File: config.mk
export PLATFORM = sky130hd
export DESIGN_NAME = hazard_scheduler
export DESIGN_NICKNAME = d
export VERILOG_FILES = /design/src/rtl/hazard_scheduler.sv
export SDC_FILE = /design/constraint.sdc
export NUM_CORES = 1
export LEC_CHECK = 0
export CORE_ASPECT_RATIO = 0.75
export CORE_UTILIZATION = 50
export DETAILED_ROUTE_END_ITERATION = 7
export GPL_TIMING_DRIVEN = 0
export PLACE_DENSITY_LB_ADDON = 0.08
export SLEW_MARGIN = 20
export SYNTH_ARGS = -nofsm -noshare
export SYNTH_HDL_FRONTEND = slang
export SYNTH_SLANG_ARGS = --single-unit
File: constraint.sdc
create_clock -name clk -period 3.18 [get_ports clk]
set_input_delay 0.636 -clock clk [delete_from_list [all_inputs] [get_ports clk]]
set_output_delay 0.636 -clock clk [all_outputs]
set_load 0.005 [all_outputs]
File: src/rtl/hazard_scheduler.sv
// Issue-stage scheduler: scoreboard data hazards, multiplier sequencing, branch serialisation and flush.
// Optional FORWARDING_EN macro: only load-use (slot 0, ld=1) producers hazard non-MUL consumers.
module hazard_scheduler #(
   parameter int PIPE_DEPTH = 3,
   parameter int MUL_LAT    = 4
) (
   input  logic       clk,
   input  logic       rst,
   input  logic       in_valid,
   input  logic [4:0] in_rs,
   input  logic [4:0] in_rt,
   input  logic [4:0] in_rd,
   input  logic       in_we_rf,
   input  logic       in_mul,
   input  logic       in_load,
   input  logic       in_branch,
   input  logic       in_jmp,
   input  logic       br_resolved,
   input  logic       br_taken,
   output logic       issue,
   output logic       stall,
   output logic       flush,
   output logic       mul_busy,
   output logic       mul_wb,
   output logic [4:0] mul_wb_rd,
   output logic       wb_en,
   output logic [4:0] wb_rd
);

   localparam int CW = $clog2(MUL_LAT + 1);

   typedef enum logic [1:0] {RUN, WAIT_BR, FLUSH} state_t;

   state_t                        state, state_nxt;
   logic [PIPE_DEPTH-1:0]         sb_v;
   logic [PIPE_DEPTH-1:0][4:0]    sb_rd;
   logic [CW-1:0]                 mul_cnt;
   logic [4:0]                    mul_rd;
   logic                          sb_hit, mul_hit, structural, hazard, issue_c;

   function automatic logic src_match(input logic [4:0] src, input logic [4:0] rd);
      return (src != 5'd0) && (src == rd);
   endfunction

`ifdef FORWARDING_EN
   // Only slot 0's load flag is ever consulted, so older slots do not carry it.
   logic ld0;

   always_comb begin
      sb_hit = sb_v[0] & ld0 & (src_match(in_rs, sb_rd[0]) | src_match(in_rt, sb_rd[0]));
   end

   always_ff @(posedge clk or posedge rst) begin
      if (rst) ld0 <= 1'b0;
      else     ld0 <= in_load;
   end
`else
   logic unused_load;
   assign unused_load = in_load;

   always_comb begin
      sb_hit = 1'b0;
      for (int i = 0; i < PIPE_DEPTH; i++)
         if (sb_v[i] && (src_match(in_rs, sb_rd[i]) || src_match(in_rt, sb_rd[i])))
            sb_hit = 1'b1;
   end
`endif

   assign mul_busy = (mul_cnt != '0);

   // The MUL destination stays hazardous through its writeback cycle (no same-cycle bypass).
   assign mul_hit    = (mul_busy | mul_wb) & (src_match(in_rs, mul_rd) | src_match(in_rt, mul_rd));
   assign structural = (in_mul & mul_busy) |
                       (~in_mul & in_we_rf & (mul_cnt == CW'(PIPE_DEPTH)));
   assign hazard     = sb_hit | mul_hit;

   always_comb begin
      state_nxt = state;
      issue_c   = 1'b0;
      flush     = 1'b0;
      case (state)
         RUN: begin
            issue_c = in_valid & ~hazard & ~structural;
            if (issue_c && in_branch)   state_nxt = WAIT_BR;
            else if (issue_c && in_jmp) state_nxt = FLUSH;
         end
         WAIT_BR: begin
            if (br_resolved) state_nxt = br_taken ? FLUSH : RUN;
         end
         FLUSH: begin
            flush     = 1'b1;
            state_nxt = RUN;
         end
         default: state_nxt = RUN;
      endcase
   end

   assign issue = issue_c & ~rst;
   assign stall = in_valid & ~issue_c & ~rst;
   assign wb_en = sb_v[PIPE_DEPTH-1];
   assign wb_rd = sb_rd[PIPE_DEPTH-1];

   always_ff @(posedge clk or posedge rst) begin
      if (rst) begin
         state     <= RUN;
         sb_v      <= '0;
         sb_rd     <= '0;
         mul_cnt   <= '0;
         mul_rd    <= '0;
         mul_wb    <= 1'b0;
         mul_wb_rd <= '0;
      end else begin
         state <= state_nxt;
         for (int i = PIPE_DEPTH - 1; i > 0; i--) begin
            sb_v[i]  <= sb_v[i-1];
            sb_rd[i] <= sb_rd[i-1];
         end
         sb_v[0]  <= issue_c & in_we_rf & ~in_mul & (in_rd != 5'd0);
         sb_rd[0] <= in_rd;

         // Loaded with MUL_LAT-1 so the count reads MUL_LAT-k in the k-th cycle after issue.
         if (issue_c && in_mul) begin
            mul_cnt <= CW'(MUL_LAT - 1);
            mul_rd  <= in_rd;
         end else if (mul_busy) begin
            mul_cnt <= mul_cnt - CW'(1);
         end
         mul_wb    <= (mul_cnt == CW'(1)) | (issue_c & in_mul & (MUL_LAT == 1));
         mul_wb_rd <= (mul_cnt == CW'(1)) ? mul_rd : in_rd;
      end
   end

endmodule

======== After elaboration in Yosys (flattened, before gate mapping) ========
Cells that the tools add are included.
storage, ports and cells
  register bits ........................... 34
  output and inout port bits .............. 16
operators by class
  add/subtract/negate cells ............... 1
  eq/ne operators ......................... 14
  muxes and demuxes ....................... 13
  bitwise operators ....................... 21
  reduce and logical (&&, ||, !) cells .... 24
operator list
  kind                 number
  $eq 5x5->1           8
  $reduce_bool 5->1    3
  $logic_and 1x1->1    14
  $and 1x1->1          12
  $mux 2               4
  $mux 3               2
  $mux 1               5
  $mux 5               1
  $not 1->1            5
  $or 1x1->1           4
  $pmux 2 s2           1
  $eq 3x1->1 const B   1
  $eq 3x2->1 const B   1
  $logic_or 1x1->1     3
  $ne 3x3->1 const B   1
  $reduce_bool 3->1    1
  $sub 3x1->3 const B  1
  $eq 2x1->1 const B   1
  $eq 2x2->1 const B   1
  $logic_not 2->1      1
  $ne 2x2->1 const B   1
  $reduce_and 2->1     1
  $reduce_bool 2->1    1

======== Logic depth before layout (Yosys ltp) ========
Gate-level depths: netlist (run 1).
  depth after elaboration ................. 15
  gate-level depth with buffers ........... 8
  depth with buffers taken out ............ 8

======== Worst setup path before layout (run 1) ========
Ideal clock, no wire load.
  path kind ............................... input-to-output
  from .................................... in in_rs[4]
  to ...................................... out stall
  arrival time ............................ 2417 ps
  required time ........................... 2544 ps
  slack ................................... 127 ps
  cell stages on the path ................. 8
  path buffers ............................ 1
  cells stage by stage .................... buf_2 > or4_4 > nor2_4 > o41ai_1 > a21oi_2 > nand4_2 > or3b_4 > and3_1
between the ends
  longest elaborated chain between the ends .. 15
RTL lines
  what                                                    RTL line  source
  start, declared                                         10        input logic [4:0] in_rs,
  $eq 5x5->1 / $reduce_bool 5->1 (equally long branches)  42        return (src != 5'd0) && (src == rd);
  $logic_and 1x1->1                                       42
  $logic_or 1x1->1                                        64        if (sb_v[i] && (src_match(in_rs, sb_rd[i]) || src_match(in_rt, sb_rd[i])))
  $logic_and 1x1->1                                       64
  $mux 1 (3 in a row)                                     64
  $or 1x1->1 *                                            75        assign hazard = sb_hit | mul_hit;
  $not 1->1 *                                             83        issue_c = in_valid & ~hazard & ~structural;
  $and 1x1->1 * (2 in a row)                              83
  $mux 1 *                                                81        case (state)
  $not 1->1 *                                             99        assign stall = in_valid & ~issue_c & ~rst;
  $and 1x1->1 * (2 in a row)                              99
  end, declared                                           21        output logic stall,
Mark *: on every way between the ends. The rest lies on a longest branch, timed or not.

======== Worst setup path after layout (run 1) ========
  from .................................... in in_rt[2]
  to ...................................... out stall
between the ends
  longest elaborated chain between the ends .. 15
RTL lines
  what                                                    RTL line  source
  start, declared                                         11        input logic [4:0] in_rt,
  $eq 5x5->1 / $reduce_bool 5->1 (equally long branches)  42
  $logic_and 1x1->1                                       42
  $logic_or 1x1->1                                        64
  $logic_and 1x1->1                                       64
  $mux 1 (3 in a row)                                     64
  $or 1x1->1 *                                            75
  $not 1->1 *                                             83
  $and 1x1->1 * (2 in a row)                              83
  $mux 1 *                                                81
  $not 1->1 *                                             99
  $and 1x1->1 * (2 in a row)                              99
Marked as above.

==> results of run 1 <==
[registers in the layout, indices dropped and copies added (netlist names)]
name,flops
sb_v,3
mul_rd,5
mul_wb,1
sb_rd,10
mul_wb_rd,5
wb_rd,5
mul_cnt,3
state,2
[where the power goes]
group | total (mW) | internal (mW) | switching [mW] | leakage, nW
registers | 0.622 | 0.530 | 0.0915 | 0.412
clock network | 0.324 | 0.175 | 0.150 | 0.0482
logic | 0.641 | 0.384 | 0.257 | 0.592
[synth_stat cells]
library cell	n
a211o_1	1
a21oi_2	1
and3_1	2
buf_2	5
buf_4	5
buf_6	2
clkbuf_1	4
dfrtp_1	34
ha_1	4
inv_1	6
mux2_2	11
nand2_1	6
nand2b_1	3
nand3_1	7
nand4_2	1
nand4bb_1	1
nor2_1	4
nor2_4	2
nor2b_1	3
nor3_4	1
nor4_1	7
nor4b_1	1
nor4b_4	1
o21ai_1	2
o21ai_2	1
o22ai_1	1
o31ai_1	1
o32ai_1	1
o41ai_1	1
or3b_4	1
or4_1	1
or4_4	2
xnor2_1	27
xor2_1	14
[cell families after synthesis]
logic type | count (synthesis) | share of synthesized area [%]
AO/OA/AOI/OAI | 9 | 3.60
XOR/XNOR | 41 | 19.1
adder cells (fa/ha/maj) | 4 | 2.67
buffers and inverters | 22 | 6.53
flip-flops | 34 | 45.3
multiplexers | 11 | 6.60
AND/OR/NAND/NOR | 43 | 16.1
[layout make-up]
cell class	instances	area [um2]	area share (%)
multi-input combinational	108	955	37.8
sequential	34	851	33.7
tap	50	62.6	2.48
clock buffer	7	86.3	3.42
timing repair buffer	44	402	15.9
buffer	16	140	5.55
inverter	6	22.5	0.892
clock inverter	1	5.00	0.198
[stage by stage]
step	utilization (%)	cells	hold slack, ps
after floorplan	-	164	351
after global routing	73.7	266	407
after detailed placement	65.1	243	366
after CTS	72.2	263	381
final	73.7	266	397
after global placement	65.1	243	362
[timing repair]
item,4_1_cts,5_1_grt
setup endpoints to repair,2,2
gates cloned,0,0
pin swaps,15,8
endpoints found under the hold margin,0,0
buffers inserted,12,3
resized for setup,25,9
[metal layers]
metal / wire length (um) / share of wire (%) / vias up
met5: 0 / 0 / -
met4: 60 / 1.5 / 0
met3: 127 / 3.2 / 7
met2: 1830 / 46 / 23
met1: 1920 / 49 / 660
li1: - / - / 646
[worst paths after layout]
check	from	end	slack (ps)
setup reg to reg	mul_rd[4]$_DFFE_PP0P_	state[0]$_DFFE_PP0P_	780
min in group asynchronous	rst	mul_cnt[2]$_DFFE_PP0P_	850
setup / recovery	in_rt[2]	stall	-170
hold / removal	sb_v[0]$_DFF_PP0_	sb_v[1]$_DFF_PP0_	400
max in group asynchronous	rst	wb_rd[4]$_DFF_PP0_	1870
hold reg to reg	sb_v[0]$_DFF_PP0_	sb_v[1]$_DFF_PP0_	400
==> impl_results.md, run 1 <==
- Outcome: finished, violations left
- Failing checks: negative setup slack
- Synth unique cells: 34
- Initial core utilization: 54.8%
- DRT antenna net count: 0
- Syn. warnings: 0
- Fraction of layout cells with a size suffix above 1: 31.0%
- Crit Path Category: primary input to output pin
- Cell area after synthesis: 1880 um2
- Dominant cell type by area after synthesis: dfrtp_1
- Num ports: 41
- Mean Syn Cell Area: 11.4 um2
- Minimum clock period: 3350 ps
- Top cell type's share of synthesized area: 45.3%
- Family with the most delay on the worst path: simple AND/OR/NAND/NOR gates
- Worst vdd ir: 0.000602 V
- Syn Inst Count: 164
- PortBufs: 29
- Remaining DRCs: 0
- Post-Place Cell Area: 2230 um2
- Initial drt markers: 99
- Most frequent cells in the layout: dfrtp_1 (34), xnor2_1 (27), clkdlybuf4s50_1 (26)
- RSZ-0062 raised after global routing: yes
- CP peak stage delay: 530 ps
- Crit path required time: 2540 ps
- Max Clock Freq: 0.299 GHz
- Synth Register Bits: 34
- Most common cell after layout, fill and taps aside: dfrtp_1
- Busiest grt layer: met2
- Clk sinks: 34
- Pins Over Slew Limit: 0
- Post-DR vias/cell: 5.02
- Crit path top cell by count: buf_6
- Ratio of final minimum period to clock period: 105%
- Nets: 244
- Vias in the first global route: 1303
- CTS Buffer Depth: 2
- GRT overflow: 0
- Max-cap violations: 0
- FF-to-FF path depth: 14
- Overall fraction of global-route tracks in use: 22.0%
- Worst EP arrival: 2710 ps
- Die W: 72.7 um
- Num CTS Buffers: 5
- Final hold violation count: 0
- Worst-Skew Late Latency: 280 ps
- Wirelength per Cell: 14.8 um
- Largest net degree at the start of global routing: 36
- Startpoint types: primary input
- Critical path depth: 10
- Crit-path cells: buf_12, or4_4, nor2_4, nor4_2, o21ai_1, nand4_2, or3b_4, buf_6, and3_4, buf_6
- GR Util met2: 35.4%
- # diodes: 0
- CTS tree: built
- Depth of the CTS H-tree: 2
- WL final: 3.94 mm
- Clk slew on worst S/H paths: 70 ps
- CP max-delay cell: or4_4
- Pre-CTS WS: -479 ps
- Pre-antenna DRT Iters: 4
- Tightest Pin Transition: 719 ps
- Cell Pwr Density: 629 nW/um2
- Die footprint: 4010 um2
- Setup TNS: -253 ps
- Slew Limit Headroom: 52.0%
- Power after layout: 1.59 mW
- Final Skew: 3.93 ps
- Finished Cell Area: 2520 um2
- CTS Root Cell: clkbuf_8
- Met3 Resource Use GR: 5.25%
- Worst hold path class: flip-flop to flip-flop
- Initial antenna violation count: 0
- Final WS setup: -166 ps
- GP Congestion: 0.813
- WHS Path Cells: 0
- Vias: 1336
- Register area share after synthesis: 45.3%
- Leak: 1.05 nW
- Core Area: 3420 um2
- Final HPWL from detailed placement: 2.74 mm
- Die Span Y: 55.1 um
- Crit path buffers/inverters: 3
- Hold_buf cts: 0
- Layout area overhead: 34.5%
- Max FO, Critical Path: 4
- Mapped Nets: 193
- Endpoints failing setup: 2
- Fillers: 232
- GRT met1 Usage: 30.2%
- CP endpoint kind: output pin
- Rows: 18
- Global-route wire length before repair: 6.31 mm
- Synth area leaders: dfrtp_1 (45%), xnor2_1 (13%), mux2_2 (6.6%)
Note: power is estimated with default switching activity, not from simulation.
==> run 2: changes to the inputs <==
--- a/config.mk
+++ b/config.mk
@@ -5,12 +5,14 @@
 export SDC_FILE = /design/constraint.sdc
 export NUM_CORES = 1
 export LEC_CHECK = 0
+export CAP_MARGIN = 20
 export CORE_ASPECT_RATIO = 0.75
+export CORE_MARGIN = 2
 export CORE_UTILIZATION = 50
 export DETAILED_ROUTE_END_ITERATION = 7
 export GPL_TIMING_DRIVEN = 0
 export PLACE_DENSITY_LB_ADDON = 0.08
-export SLEW_MARGIN = 20
+export SLEW_MARGIN = 40
 export SYNTH_ARGS = -nofsm -noshare
 export SYNTH_HDL_FRONTEND = slang
 export SYNTH_SLANG_ARGS = --single-unit
==> run 2 against run 1 <==
- the run still ends with negative setup slack left
- via count grew 2.6%
- worst setup slack improved by 6.6 ps
- count of clock-buffer cells in the layout unchanged
- combinational power up 4.5%
- highest routed layer unchanged
- final area up 3.3%
- clock skew grew 2.3 ps
- largest cell class unchanged
- total power rose by 5.4%
- sequential share of layout area fell by 1.1 points
- sequential power about the same
==> impl_results.md, run 2 (synthesis results as in run 1) <==
- Num CTS Buffers: 5
- Nets: 248
- Pre-CTS WS: -532 ps
- Initial antenna violation count: 0
- Slew Limit Headroom: 53.2%
- Power after layout: 1.67 mW
- Depth of the CTS H-tree: 2
- # diodes: 0
- Vias in the first global route: 1454
- Max-cap violations: 0
- Gate power share: 40.0%
- Clock power share: 22.6%
- Worst-Skew Late Latency: 270 ps
- Final WS setup: -160 ps
- Final Skew: 6.20 ps
- Vias: 1371
- CP endpoint kind: output pin
- Worst vdd ir: 0.000477 V
- Final hold violation count: 0
- Final HPWL from detailed placement: 2.87 mm
- Layout area overhead: 38.9%
- Max FFs per register: 10
- Max Clock Freq: 0.299 GHz
- Crit path required time: 2540 ps
- Cell Pwr Density: 642 nW/um2
- Tightest Pin Transition: 701 ps
- Most common cell after layout, fill and taps aside: dfrtp_1
- Die W: 74.7 um
- Failing checks: negative setup slack
- Initial core utilization: 51.6%
- Hold_buf cts: 0
- Leak: 1.09 nW
- Fraction of layout cells with a size suffix above 1: 32.3%
- Worst hold path class: flip-flop to flip-flop
- Overall fraction of global-route tracks in use: 21.4%
- Net switching power figure: 501 uW
- WL final: 4.08 mm
- CTS Buffer Depth: 2
- Endpoints failing setup: 9
- DRT antenna net count: 0
- Clk sinks: 34
- Largest net degree at the start of global routing: 36
- Die footprint: 4260 um2
- RSZ-0062 raised after global routing: yes
- Rows: 19
- Initial drt markers: 50
- PortBufs: 29
- Most frequent cells in the layout: dfrtp_1 (34), xnor2_1 (27), clkdlybuf4s50_1 (26)
- Startpoint types: primary input
- Pins Over Slew Limit: 0
- GRT overflow: 0
- Placed insts: 245
- Finished Cell Area: 2610 um2
- Max FO, Critical Path: 5
- Wirelength per Cell: 15.0 um
- Die Span Y: 57.1 um
- Core Area: 3640 um2
- CTS tree: built
- Outcome: finished, violations left
- Sequential Power Share: 37.3%
- Pre-antenna DRT Iters: 4
- Switching Fraction: 30.0%
- Crit Path Category: primary input to output pin
- Ratio of final minimum period to clock period: 105%
- CTS Root Cell: clkbuf_8
- Global-route wire length before repair: 6.78 mm
- Remaining DRCs: 0
- Pint: 1.17 mW
- Clk slew on worst S/H paths: 70 ps
- Post-Place Cell Area: 2230 um2
- Minimum clock period: 3340 ps
- Non-Filler Instances: 272
- Post-DR vias/cell: 5.04
- Num ports: 41
- GP Congestion: 0.787
- Most flop-heavy register: sb_rd
- Fillers: 252
- Worst EP arrival: 2700 ps
## run 2: worst paths after layout
check                                  startpoint                    end  slack [ps]  cells after the start
max reg2reg                mul_cnt[0]$_DFFE_PP0P_  mul_rd[3]$_DFFE_PP0P_         280                     17
min reg2reg                     sb_v[1]$_DFF_PP0_      sb_v[2]$_DFF_PP0_         380                      0
max                                      in_rs[4]                  stall        -160                     10
min in group asynchronous                     rst     sb_rd[5]$_DFF_PP0_         830                      2
max in group asynchronous                     rst     sb_rd[8]$_DFF_PP0_        1900                      2
min                             sb_v[1]$_DFF_PP0_      sb_v[2]$_DFF_PP0_         380                      0
## run 2: power by group through the flow
| stage | clock network [mW] | registers, mW | logic, mW |
|---|---|---|---|
| floorplan | 0 | 0.612 | 0.347 |
| global placement | 0 | 0.625 | 0.495 |
| detailed placement | 0 | 0.631 | 0.513 |
| CTS | 0.380 | 0.625 | 0.654 |
| global route | 0.405 | 0.641 | 0.731 |
| finish | 0.379 | 0.624 | 0.670 |
## run 2: what timing repair did
action                     4_1_cts  5_1_grt
setup endpoints to repair        2        9
pin swaps                       17        3
buffers inserted                18        2
gates resized for setup         33        5
## run 2: layout make-up
type | instances | area (um2) | area share, %
plain buffers | 16 | 136 | 5.23
clock buffers | 7 | 76.3 | 2.93
clock inverters | 1 | 30.0 | 1.15
inverters | 6 | 22.5 | 0.864
multi-input cells | 108 | 982 | 37.7
flip-flops and latches | 34 | 851 | 32.6
well taps | 52 | 65.1 | 2.50
repair buffers | 48 | 444 | 17.0
## run 2: worst max-delay path, cell delays in order
cell,delay (ps)
buf_12,100
or4_4,530
nor2_4,200
nor4_2,60
o21ai_1,210
nand4_2,130
or3b_4,430
buf_6,130
and3_4,170
buf_6,110
## run 2: metal layers
metal	global-route usage, %	vias up	wire (um)
met5	0	-	0
met1	28.2	685	1880
li1	-	655	-
met4	4.08	0	42
met3	6.01	4	142
met2	35.9	27	2010
## run 2: per-stage QoR
step	hold slack (ps)	TNS, ps	utilization (%)
after CTS	386	-557	71.1
after global placement	364	-899	61.4
final	383	-748	71.7
after floorplan	351	0	-
after detailed placement	373	-1030	61.4
after global routing	399	-1650	71.7
==> run 3: changes to the inputs <==
--- a/config.mk
+++ b/config.mk
@@ -12,7 +12,9 @@
 export DETAILED_ROUTE_END_ITERATION = 7
 export GPL_TIMING_DRIVEN = 0
 export PLACE_DENSITY_LB_ADDON = 0.08
+export SETUP_SLACK_MARGIN = 0.2
 export SLEW_MARGIN = 40
 export SYNTH_ARGS = -nofsm -noshare
 export SYNTH_HDL_FRONTEND = slang
 export SYNTH_SLANG_ARGS = --single-unit
+export TNS_END_PERCENT = 1
==> run 3 against run 2 <==
- the run still ends with negative setup slack left
- sequential power hardly changed
- first-iteration DRC count is 6.0% higher
- combinational power is 7.3% lower
- non-clock buffer count is 6 lower
- count of clock-buffer cells in the layout stayed put
- worst setup slack better by 75 ps
- global-route usage is 0.43 points higher
- final cell count is 2.2% lower
- final area is 4.3% lower
- largest power group is now registers
==> impl_results.md, run 3 (synthesis results as in run 1) <==
- Crit-path cells: buf_8, or4_4, nor2_4, nor4_1, o21ai_2, nand4_2, or3b_4, buf_6, nor2_1, buf_2
- Non-Filler Instances: 266
- Die Span Y: 57.1 um
- Core Area: 3640 um2
- Die footprint: 4260 um2
- Wirelength per Cell: 15.7 um
- Max-cap violations: 0
- Worst vdd ir: 0.000513 V
- Remaining DRCs: 0
- CTS Buffer Depth: 2
- Vias: 1340
- Initial drt markers: 53
- Final WS setup: -85.1 ps
- Initial antenna violation count: 0
- Minimum clock period: 3270 ps
- Die W: 74.7 um
- Placed insts: 245
- Tightest Pin Transition: 716 ps
- DRT antenna net count: 0
- Num ports: 41
- Largest net degree at the start of global routing: 36
- Final hold violation count: 0
- Clk sinks: 34
- Pins Over Slew Limit: 0
- Crit path buffers/inverters: 3
- Storage element area: 851 um2
- CTS tree: built
- WL final: 4.17 mm
- Outcome: finished, violations left
- Max FO, Critical Path: 4
- Vias in the first global route: 1410
- Most common cell after layout, fill and taps aside: dfrtp_1
- CP max-delay cell: or4_4
- Max FFs per register: 10
- Fraction of layout cells with a size suffix above 1: 29.4%
- PortBufs: 29
- Setup TNS: -114 ps
- Rows: 19
- Worst-Skew Late Latency: 280 ps
- Nets: 242
- Endpoints failing setup: 2
- Layout area overhead: 32.9%
- CP peak stage delay: 530 ps
- Global-route wire length before repair: 6.91 mm
- Overall fraction of global-route tracks in use: 21.9%
- Fillers: 272
- Final design utilization: 68.6%
- Post-DR vias/cell: 5.04
- CTS Root Cell: clkbuf_8
- Post-Place Cell Area: 2250 um2
- Clk slew on worst S/H paths: 70 ps
- Crit path required time: 2540 ps
- Crit Path Category: primary input to output pin
- Family with the most delay on the worst path: simple AND/OR/NAND/NOR gates
- Hold_buf cts: 0
- Initial core utilization: 51.6%
- Depth of the CTS H-tree: 2
- Ratio of final minimum period to clock period: 103%
- Num CTS Buffers: 5
- GP Congestion: 0.825
- Multi-input gate area: 941 um2
- CP endpoint kind: output pin
- Leak: 1.04 nW
- Final Skew: 5.77 ps
- Failing checks: negative setup slack
- Cell Pwr Density: 629 nW/um2
- Worst hold path class: flip-flop to flip-flop
- Final HPWL from detailed placement: 2.82 mm
- Slew Limit Headroom: 52.2%
- Finished Cell Area: 2490 um2
- Pre-antenna DRT Iters: 4
- Max Clock Freq: 0.306 GHz
- GRT overflow: 0
- Worst EP arrival: 2630 ps
- Startpoint types: primary input
- # diodes: 0
- RSZ-0062 raised after global routing: yes
- Most flop-heavy register: sb_rd
- Most frequent cells in the layout: dfrtp_1 (34), xnor2_1 (27), clkdlybuf4s50_1 (26)
run 3: path summary, 6_finish.rpt:
path | end | depth (start not counted) | slack [ps] | from
hold / removal | sb_v[2]$_DFF_PP0_ | 0 | 390 | sb_v[1]$_DFF_PP0_
setup reg to reg | state[0]$_DFFE_PP0P_ | 14 | 800 | mul_rd[2]$_DFFE_PP0P_
setup / recovery | issue | 10 | -90 | in_rt[1]
max in group asynchronous | mul_wb_rd[3]$_DFF_PP0_ | 2 | 1900 | rst
hold reg to reg | sb_v[2]$_DFF_PP0_ | 0 | 390 | sb_v[1]$_DFF_PP0_
min in group asynchronous | state[1]$_DFFE_PP0P_ | 2 | 820 | rst
run 3: timing repair:
| item | CTS | global route |
|---|---|---|
| pin swaps | 11 | 2 |
| endpoints found under the hold margin | 0 | 0 |
| gates resized for setup | 24 | 1 |
| setup buffers | 13 | 0 |
| setup endpoints to repair | 2 | 2 |
run 3: layout make-up:
class,instances,area share [%]
Timing Repair Buffer,42,15.5
Clock inverter,1,0.201
Inverter,6,0.903
Sequential cell,34,34.1
Clock buffer,7,3.46
Tap cell,52,2.61
Multi-Input combinational cell,108,37.7
Buffer,16,5.52
run 3: per-stage QoR:
stage	hold slack [ps]	setup WS [ps]	power, mW
after floorplan	351	150	0.961
after global placement	363	-448	1.12
after detailed placement	380	-480	1.15
after CTS	393	-57.3	1.57
after global routing	408	-151	1.67
final	388	-85.1	1.57
run 3: metal layers:
layer	up-vias	GRT usage [%]	share of wire, %	wire, um
met5	-	0	0	0
met4	0	5.36	1.1	44
met1	666	28.9	46	1910
li1	638	-	-	-
met3	5	5.12	4.1	171
met2	31	36.5	49	2040
run 3: where the power goes:
group / switching (mW) / internal (mW) / total (mW)
registers: 0.0954 / 0.530 / 0.626
logic: 0.251 / 0.370 / 0.621
clock network: 0.149 / 0.174 / 0.323
run 3: worst reg2reg max path, cell delays in order, from the launching register on:
cell and delay (ps):
dfrtp_1 430, xnor2_1 170, nand2_1 100, nor4b_1 370
o31ai_2 100, buf_4 140, buf_4 120, buf_4 120
buf_4 120, buf_4 120, buf_4 120, buf_4 120
nand2_1 50, o22ai_1 50, nor2b_1 120
